$ cat config.mk
export PLATFORM = sky130hd
export DESIGN_NAME = maindec_pipe
export DESIGN_NICKNAME = d
export VERILOG_FILES = /design/src/rtl/legv8_pkg.sv /design/src/rtl/maindec_comb.sv /design/src/rtl/maindec_pipe.sv
export SDC_FILE = /design/constraint.sdc
export NUM_CORES = 1
export LEC_CHECK = 0
export BUFFER_PORTS_ARGS = -buffer_cell sky130_fd_sc_hd__buf_2
export CAP_MARGIN = 20
export CELL_PAD_IN_SITES_DETAIL_PLACEMENT = 1
export CELL_PAD_IN_SITES_GLOBAL_PLACEMENT = 1
export CORE_ASPECT_RATIO = 1.2
export CORE_MARGIN = 2
export CORE_UTILIZATION = 46
export DETAILED_ROUTE_END_ITERATION = 10
export PLACE_DENSITY = 0.94
export SLEW_MARGIN = 30
export SYNTH_ARGS = -nofsm -noshare
export SYNTH_HDL_FRONTEND = slang
export SYNTH_SLANG_ARGS = --single-unit
$ cat constraint.sdc
create_clock -name clk -period 2.65 [get_ports clk]
set_input_delay 0.1325 -clock clk [delete_from_list [all_inputs] [get_ports clk]]
set_output_delay 0.1325 -clock clk [all_outputs]
set_load 0.05 [all_outputs]
$ cat src/rtl/legv8_pkg.sv
// LEGv8 main-decoder shared definitions: opcode values, match masks and the control bundle.
package legv8_pkg;

  localparam logic [10:0] OP_LDUR = 11'b111_1100_0010;
  localparam logic [10:0] OP_STUR = 11'b111_1100_0000;
  localparam logic [10:0] OP_ADD  = 11'b100_0101_1000;
  localparam logic [10:0] OP_SUB  = 11'b110_0101_1000;
  localparam logic [10:0] OP_AND  = 11'b100_0101_0000;
  localparam logic [10:0] OP_ORR  = 11'b101_0101_0000;

  // Partially-decoded opcodes: *_V is the value, *_M marks the bits that must match.
  localparam logic [10:0] OP_CBZ_V  = 11'b101_1010_0000;
  localparam logic [10:0] OP_CBZ_M  = 11'b111_1111_1000;
  localparam logic [10:0] OP_CBNZ_V = 11'b101_1010_1000;
  localparam logic [10:0] OP_CBNZ_M = 11'b111_1111_1000;
  localparam logic [10:0] OP_B_V    = 11'b000_1010_0000;
  localparam logic [10:0] OP_B_M    = 11'b111_1110_0000;
  localparam logic [10:0] OP_ADDI_V = 11'b100_1000_1000;
  localparam logic [10:0] OP_ADDI_M = 11'b111_1111_1110;
  localparam logic [10:0] OP_SUBI_V = 11'b110_1000_1000;
  localparam logic [10:0] OP_SUBI_M = 11'b111_1111_1110;

  localparam logic [1:0] ALU_MEM = 2'b00;
  localparam logic [1:0] ALU_BR  = 2'b01;
  localparam logic [1:0] ALU_R   = 2'b10;

  typedef struct packed {
    logic       reg2loc;
    logic       alu_src;
    logic       mem_to_reg;
    logic       reg_write;
    logic       mem_read;
    logic       mem_write;
    logic       branch;
    logic       branch_zero;
    logic       uncond;
    logic [1:0] alu_op;
    logic       illegal;
  } ctrl_t;

  function automatic logic op_match(input logic [10:0] op, input logic [10:0] val,
                                    input logic [10:0] mask);
    return (op & mask) == (val & mask);
  endfunction

endpackage

$ cat src/rtl/maindec_comb.sv
// Combinational LEGv8 main decoder; extended opcodes are flagged illegal when EXT_OPS is 0.
module maindec_comb
  import legv8_pkg::*;
#(
  parameter bit EXT_OPS = 1'b1
) (
  input  logic [10:0] op_i,
  output ctrl_t       ctrl_o
);

  always_comb begin
    ctrl_o = '0;
    if (op_i == OP_LDUR) begin
      ctrl_o.alu_src    = 1'b1;
      ctrl_o.mem_to_reg = 1'b1;
      ctrl_o.reg_write  = 1'b1;
      ctrl_o.mem_read   = 1'b1;
      ctrl_o.alu_op     = ALU_MEM;
    end else if (op_i == OP_STUR) begin
      ctrl_o.reg2loc   = 1'b1;
      ctrl_o.alu_src   = 1'b1;
      ctrl_o.mem_write = 1'b1;
      ctrl_o.alu_op    = ALU_MEM;
    end else if (op_i == OP_ADD || op_i == OP_SUB || op_i == OP_AND || op_i == OP_ORR) begin
      ctrl_o.reg_write = 1'b1;
      ctrl_o.alu_op    = ALU_R;
    end else if (op_match(op_i, OP_CBZ_V, OP_CBZ_M)) begin
      ctrl_o.reg2loc     = 1'b1;
      ctrl_o.branch      = 1'b1;
      ctrl_o.branch_zero = 1'b1;
      ctrl_o.alu_op      = ALU_BR;
    end else if (EXT_OPS && op_match(op_i, OP_CBNZ_V, OP_CBNZ_M)) begin
      ctrl_o.reg2loc = 1'b1;
      ctrl_o.branch  = 1'b1;
      ctrl_o.alu_op  = ALU_BR;
    end else if (EXT_OPS && op_match(op_i, OP_B_V, OP_B_M)) begin
      ctrl_o.uncond = 1'b1;
      ctrl_o.alu_op = ALU_BR;
    end else if (EXT_OPS && (op_match(op_i, OP_ADDI_V, OP_ADDI_M) ||
                             op_match(op_i, OP_SUBI_V, OP_SUBI_M))) begin
      ctrl_o.alu_src   = 1'b1;
      ctrl_o.reg_write = 1'b1;
      ctrl_o.alu_op    = ALU_R;
    end else begin
      ctrl_o.illegal = 1'b1;
    end
  end

endmodule

$ cat src/rtl/maindec_pipe.sv
// Registered main decoder: valid/ready input, DEPTH-entry control queue, saturating counters.
module maindec_pipe
  import legv8_pkg::*;
#(
  parameter bit          EXT_OPS = 1'b1,
  parameter int unsigned DEPTH   = 2,
  parameter int unsigned CNT_W   = 16
) (
  input  logic             clk,
  input  logic             reset,
  input  logic             flush,
  input  logic             in_valid,
  output logic             in_ready,
  input  logic [10:0]      Op,
  output logic             out_valid,
  input  logic             out_ready,
  output logic             Reg2Loc,
  output logic             ALUSrc,
  output logic             MemtoReg,
  output logic             RegWrite,
  output logic             MemRead,
  output logic             MemWrite,
  output logic             Branch,
  output logic             BranchZero,
  output logic             Uncond,
  output logic             Illegal,
  output logic [1:0]       ALUOp,
  output logic [CNT_W-1:0] dec_count,
  output logic [CNT_W-1:0] ill_count
);

  localparam int unsigned PtrW = $clog2(DEPTH);

  logic [PtrW-1:0]  wr_ptr_q, wr_ptr_d, rd_ptr_q, rd_ptr_d;
  logic [PtrW:0]    count_q, count_d;
  logic [CNT_W-1:0] dec_q, dec_d, ill_q, ill_d;
  ctrl_t            mem_q [DEPTH];
  ctrl_t            dec_ctrl, head;
  logic             full, push, pop;

  maindec_comb #(
    .EXT_OPS(EXT_OPS)
  ) u_dec (
    .op_i  (Op),
    .ctrl_o(dec_ctrl)
  );

  assign full      = (count_q == (PtrW + 1)'(DEPTH));
  assign out_valid = (count_q != '0);
  assign in_ready  = !full || out_ready;
  // Flush drops a same-cycle accept entirely, including from the counters.
  assign push      = in_valid && in_ready && !flush;
  assign pop       = out_valid && out_ready;

  always_comb begin
    wr_ptr_d = wr_ptr_q;
    rd_ptr_d = rd_ptr_q;
    count_d  = count_q;
    dec_d    = dec_q;
    ill_d    = ill_q;
    if (flush) begin
      wr_ptr_d = '0;
      rd_ptr_d = '0;
      count_d  = '0;
    end else begin
      if (push) wr_ptr_d = wr_ptr_q + PtrW'(1);
      if (pop)  rd_ptr_d = rd_ptr_q + PtrW'(1);
      if (push && !pop)      count_d = count_q + (PtrW + 1)'(1);
      else if (!push && pop) count_d = count_q - (PtrW + 1)'(1);
    end
    if (push && (dec_q != {CNT_W{1'b1}})) dec_d = dec_q + CNT_W'(1);
    if (push && dec_ctrl.illegal && (ill_q != {CNT_W{1'b1}})) ill_d = ill_q + CNT_W'(1);
  end

  always_ff @(posedge clk or negedge reset) begin
    if (!reset) begin
      wr_ptr_q <= '0;
      rd_ptr_q <= '0;
      count_q  <= '0;
      dec_q    <= '0;
      ill_q    <= '0;
    end else begin
      wr_ptr_q <= wr_ptr_d;
      rd_ptr_q <= rd_ptr_d;
      count_q  <= count_d;
      dec_q    <= dec_d;
      ill_q    <= ill_d;
    end
  end

  // Storage needs no reset: entries are only observable while out_valid is set.
  always_ff @(posedge clk) begin
    if (push) mem_q[wr_ptr_q] <= dec_ctrl;
  end

  assign head       = out_valid ? mem_q[rd_ptr_q] : '0;
  assign Reg2Loc    = head.reg2loc;
  assign ALUSrc     = head.alu_src;
  assign MemtoReg   = head.mem_to_reg;
  assign RegWrite   = head.reg_write;
  assign MemRead    = head.mem_read;
  assign MemWrite   = head.mem_write;
  assign Branch     = head.branch;
  assign BranchZero = head.branch_zero;
  assign Uncond     = head.uncond;
  assign ALUOp      = head.alu_op;
  assign Illegal    = head.illegal;
  assign dec_count  = dec_q;
  assign ill_count  = ill_q;

endmodule

==> flow_summary.ini <==
[place]
place_area_sq_mm = 0.003294
hpwl_microns = 5278
io_buffers = 61
gp_congestion = 0.8109

[critical_path]
setup.worst_path.start = count_q[1]
rr_worst_depth = 5
cp_data_arrival_time_ps = 2430
r2r_setup_slack_ps = 450
critPathLaunchType = register
endpoint = ill_count[1]
r2r_end = ill_count[1]
endpoint_kind = register
r2r-start = count_q[1]
cpPeakStageDelay_ps = 440
crit_chain = or3b_1, and3b_4, nand4_2, nor3b_1, mux2_2
critical_path_class = reg2reg
cp_num_buf_inv = 0
cp_max_fo = 11
crit_cells = 5
cp.required_ps = 2880
path_delay_family = simple AND/OR/NAND/NOR gates
cp_slowest_cell = dfrtp_1

[grt]
grt_first_pass_wirelength_microns = 12450
antenna_found_initial = 0
gr-total-overflow = 0
grt_max_degree = 37
grt_pass1_vias = 2527
grt_use_total_pct = 22.89

[pwr]
peakVddDrop_mv = 0.4556
p_per_area_mw_per_mm2 = 788.2
p_clk_share_pct = 31.0
p_sw_mw = 1.033
internal_power_mw = 1.736
seqPwrFrac_pct = 42.5
netSwitchingFraction_pct = 37.30
comb_power_share_pct = 26.5
leakage_nw = 1.535

[routing]
vias_per_cell = 5.532
drc = 0
drt_iter0_drc = 114
wirelength_microns = 7426
firstDrtPassIters = 4
antenna_left = 0
wire_per_inst_microns = 17.64
vias = 2329

[sta]
rsz0062_at_grt = false
post-route-period-util_pct = 82.88
worst_clock_skew_ps = 7.810
slew_headroom_pct = 39.62
finalSetupViolCount = 0
drv_slew = 0
period_needed_ps = 2196
worst_slew_pin_slew_ps = 902.3
finalSetupTns_ps = 0
final-hold-violation-count = 0
fmax_mhz = 455.3

[clock_tree]
clockBufferDepth = 2
worstSkewPairLatency_ps = 340
clockRootBuffer = clkbuf_8
clk_pin_slew_worst_paths_ps = 60
cts-resized-gates = 0
h-tree-depth = 3
numCtsBuffers = 9
clkSinkCount = 58
cts_tree = yes

[layout]
mostFrequentLayoutCells = buf_2, dfrtp_1, nand2_1
final_nets = 352
area_growth_pct = 19.96
diodes = 0
final_common_cell = buf_2
final_area_sq_mm = 0.003512
drive_gt1_share_pct = 25.07

[die]
placementRows = 31
start_util_pct = 48.08
dieArea_sq_mm = 0.007022
ioPinCount = 62
die_x_microns = 76.83
die_y_microns = 91.40
core_sq_mm = 0.006090

[synthesis]
ys.flop_type = dfrtp_1
synth_cells = 268
async_flop_share_pct = 62.07
synth-seq-cells = 58
synth-seq-area-share_pct = 53.33
synth_top_area_share_pct = 30.77
syn_area_sq_mm = 0.002928
synth_area_per_cell_sq_um = 10.92
yosys_warnings = 0
synth_cell_type_count = 47
netlist_top_cells_area = dfrtp_1, edfxtp_1, mux2i_1
yosys.area.top_type = dfrtp_1
synth_edf_count = 22
syn-num-nets = 286

[job]
max_cap_viol_count = 0

[run_status]
outcome = finished, final reports clean

[worst_hold_path]
hold_class = in2reg
## cell type report
cell class	instances	area, sq um
fill	701	2577
sequential	58	1562
multi-input combinational	199	1310
timing repair buffer	62	315.3
clock buffer	14	172.7
tap	82	102.6
clock inverter	2	35.03
inverter	4	15.01
## synth_stat cells, types with 6 or more instances
cell,n
xnor2_1,16
nand4_1,18
edfxtp_1,22
dfrtp_1,36
nand3_1,8
xor2_1,14
and3_1,6
nor2_1,27
nand2_1,28
nor3_1,10
mux2i_1,14
## flip-flops by register name (all words and copies together) (netlist names)
signal,count
mem_q,22
dec_count,16
ill_count,16
count_q,2
rd_ptr_q,1
wr_ptr_q,1
## metal layers
| layer | vias up | part of all wire (%) | wire [microns] | GRT usage (%) |
|---|---|---|---|---|
| li1 | 1103 | - | - | - |
| met1 | 1158 | 42 | 3138 | 26.09 |
| met2 | 51 | 52 | 3827 | 40.28 |
| met3 | 17 | 3.3 | 242 | 3.777 |
| met4 | 0 | 2.9 | 217 | 13.03 |
| met5 | - | 0 | 0 | 0 |
## worst min-delay path by stage
stage	depth (start not counted)	slack, ps	startpoint	endpoint
after floorplan	0	-160	reset	count_q[0]
after detailed placement	1	280	reset	dec_count[1]
final	2	40	flush	wr_ptr_q
after global placement	1	260	reset	dec_count[0]
after global routing	2	60	flush	rd_ptr_q
after CTS	2	40	flush	wr_ptr_q
## kinds of logic (layout without fill, tap and decap cells)
kind of cell             count (synthesis)  in the layout  synth area share [%]
AO/OA/AOI/OAI                           15             15                 3.334
XOR/XNOR                                30             30                 8.974
adder cells (fa/ha/maj)                  2              2                0.8546
buffers and inverters                   11             82                 1.923
flip-flops                              58             58                 53.33
multiplexers                            16             16                 5.555
AND/OR/NAND/NOR                        136            136                 26.03
## power by group through the flow
| stage | registers, mW | logic, mW | clock network (mW) |
|---|---|---|---|
| final | 1.18 | 0.734 | 0.857 |
| after global placement | 1.17 | 0.721 | 0 |
| after CTS | 1.18 | 0.743 | 0.865 |
| after floorplan | 1.45 | 0.265 | 0 |
| after global routing | 1.19 | 0.787 | 0.908 |
| after detailed placement | 1.19 | 0.736 | 0 |
## per-stage QoR
stage	util, %	power, mW	hold slack (ps)	instances	setup WS (ps)
final	57.67	2.768	39.55	421	453.8
after global routing	57.67	2.887	56.10	421	303.5
after CTS	57.67	2.784	39.01	421	480.7
after detailed placement	54.10	1.930	275.4	404	522.8
after global placement	54.10	1.895	260.1	404	634.1
after floorplan	-	1.714	-163.1	268	491.3
## timing repair
item | in CTS | in global routing
setup buffers | 0 | 0
setup endpoints to repair | 0 | 0
hold buffers | 1 | 0
hold endpoints to repair | 36 | 0
Power figures use the tool's default switching activity.
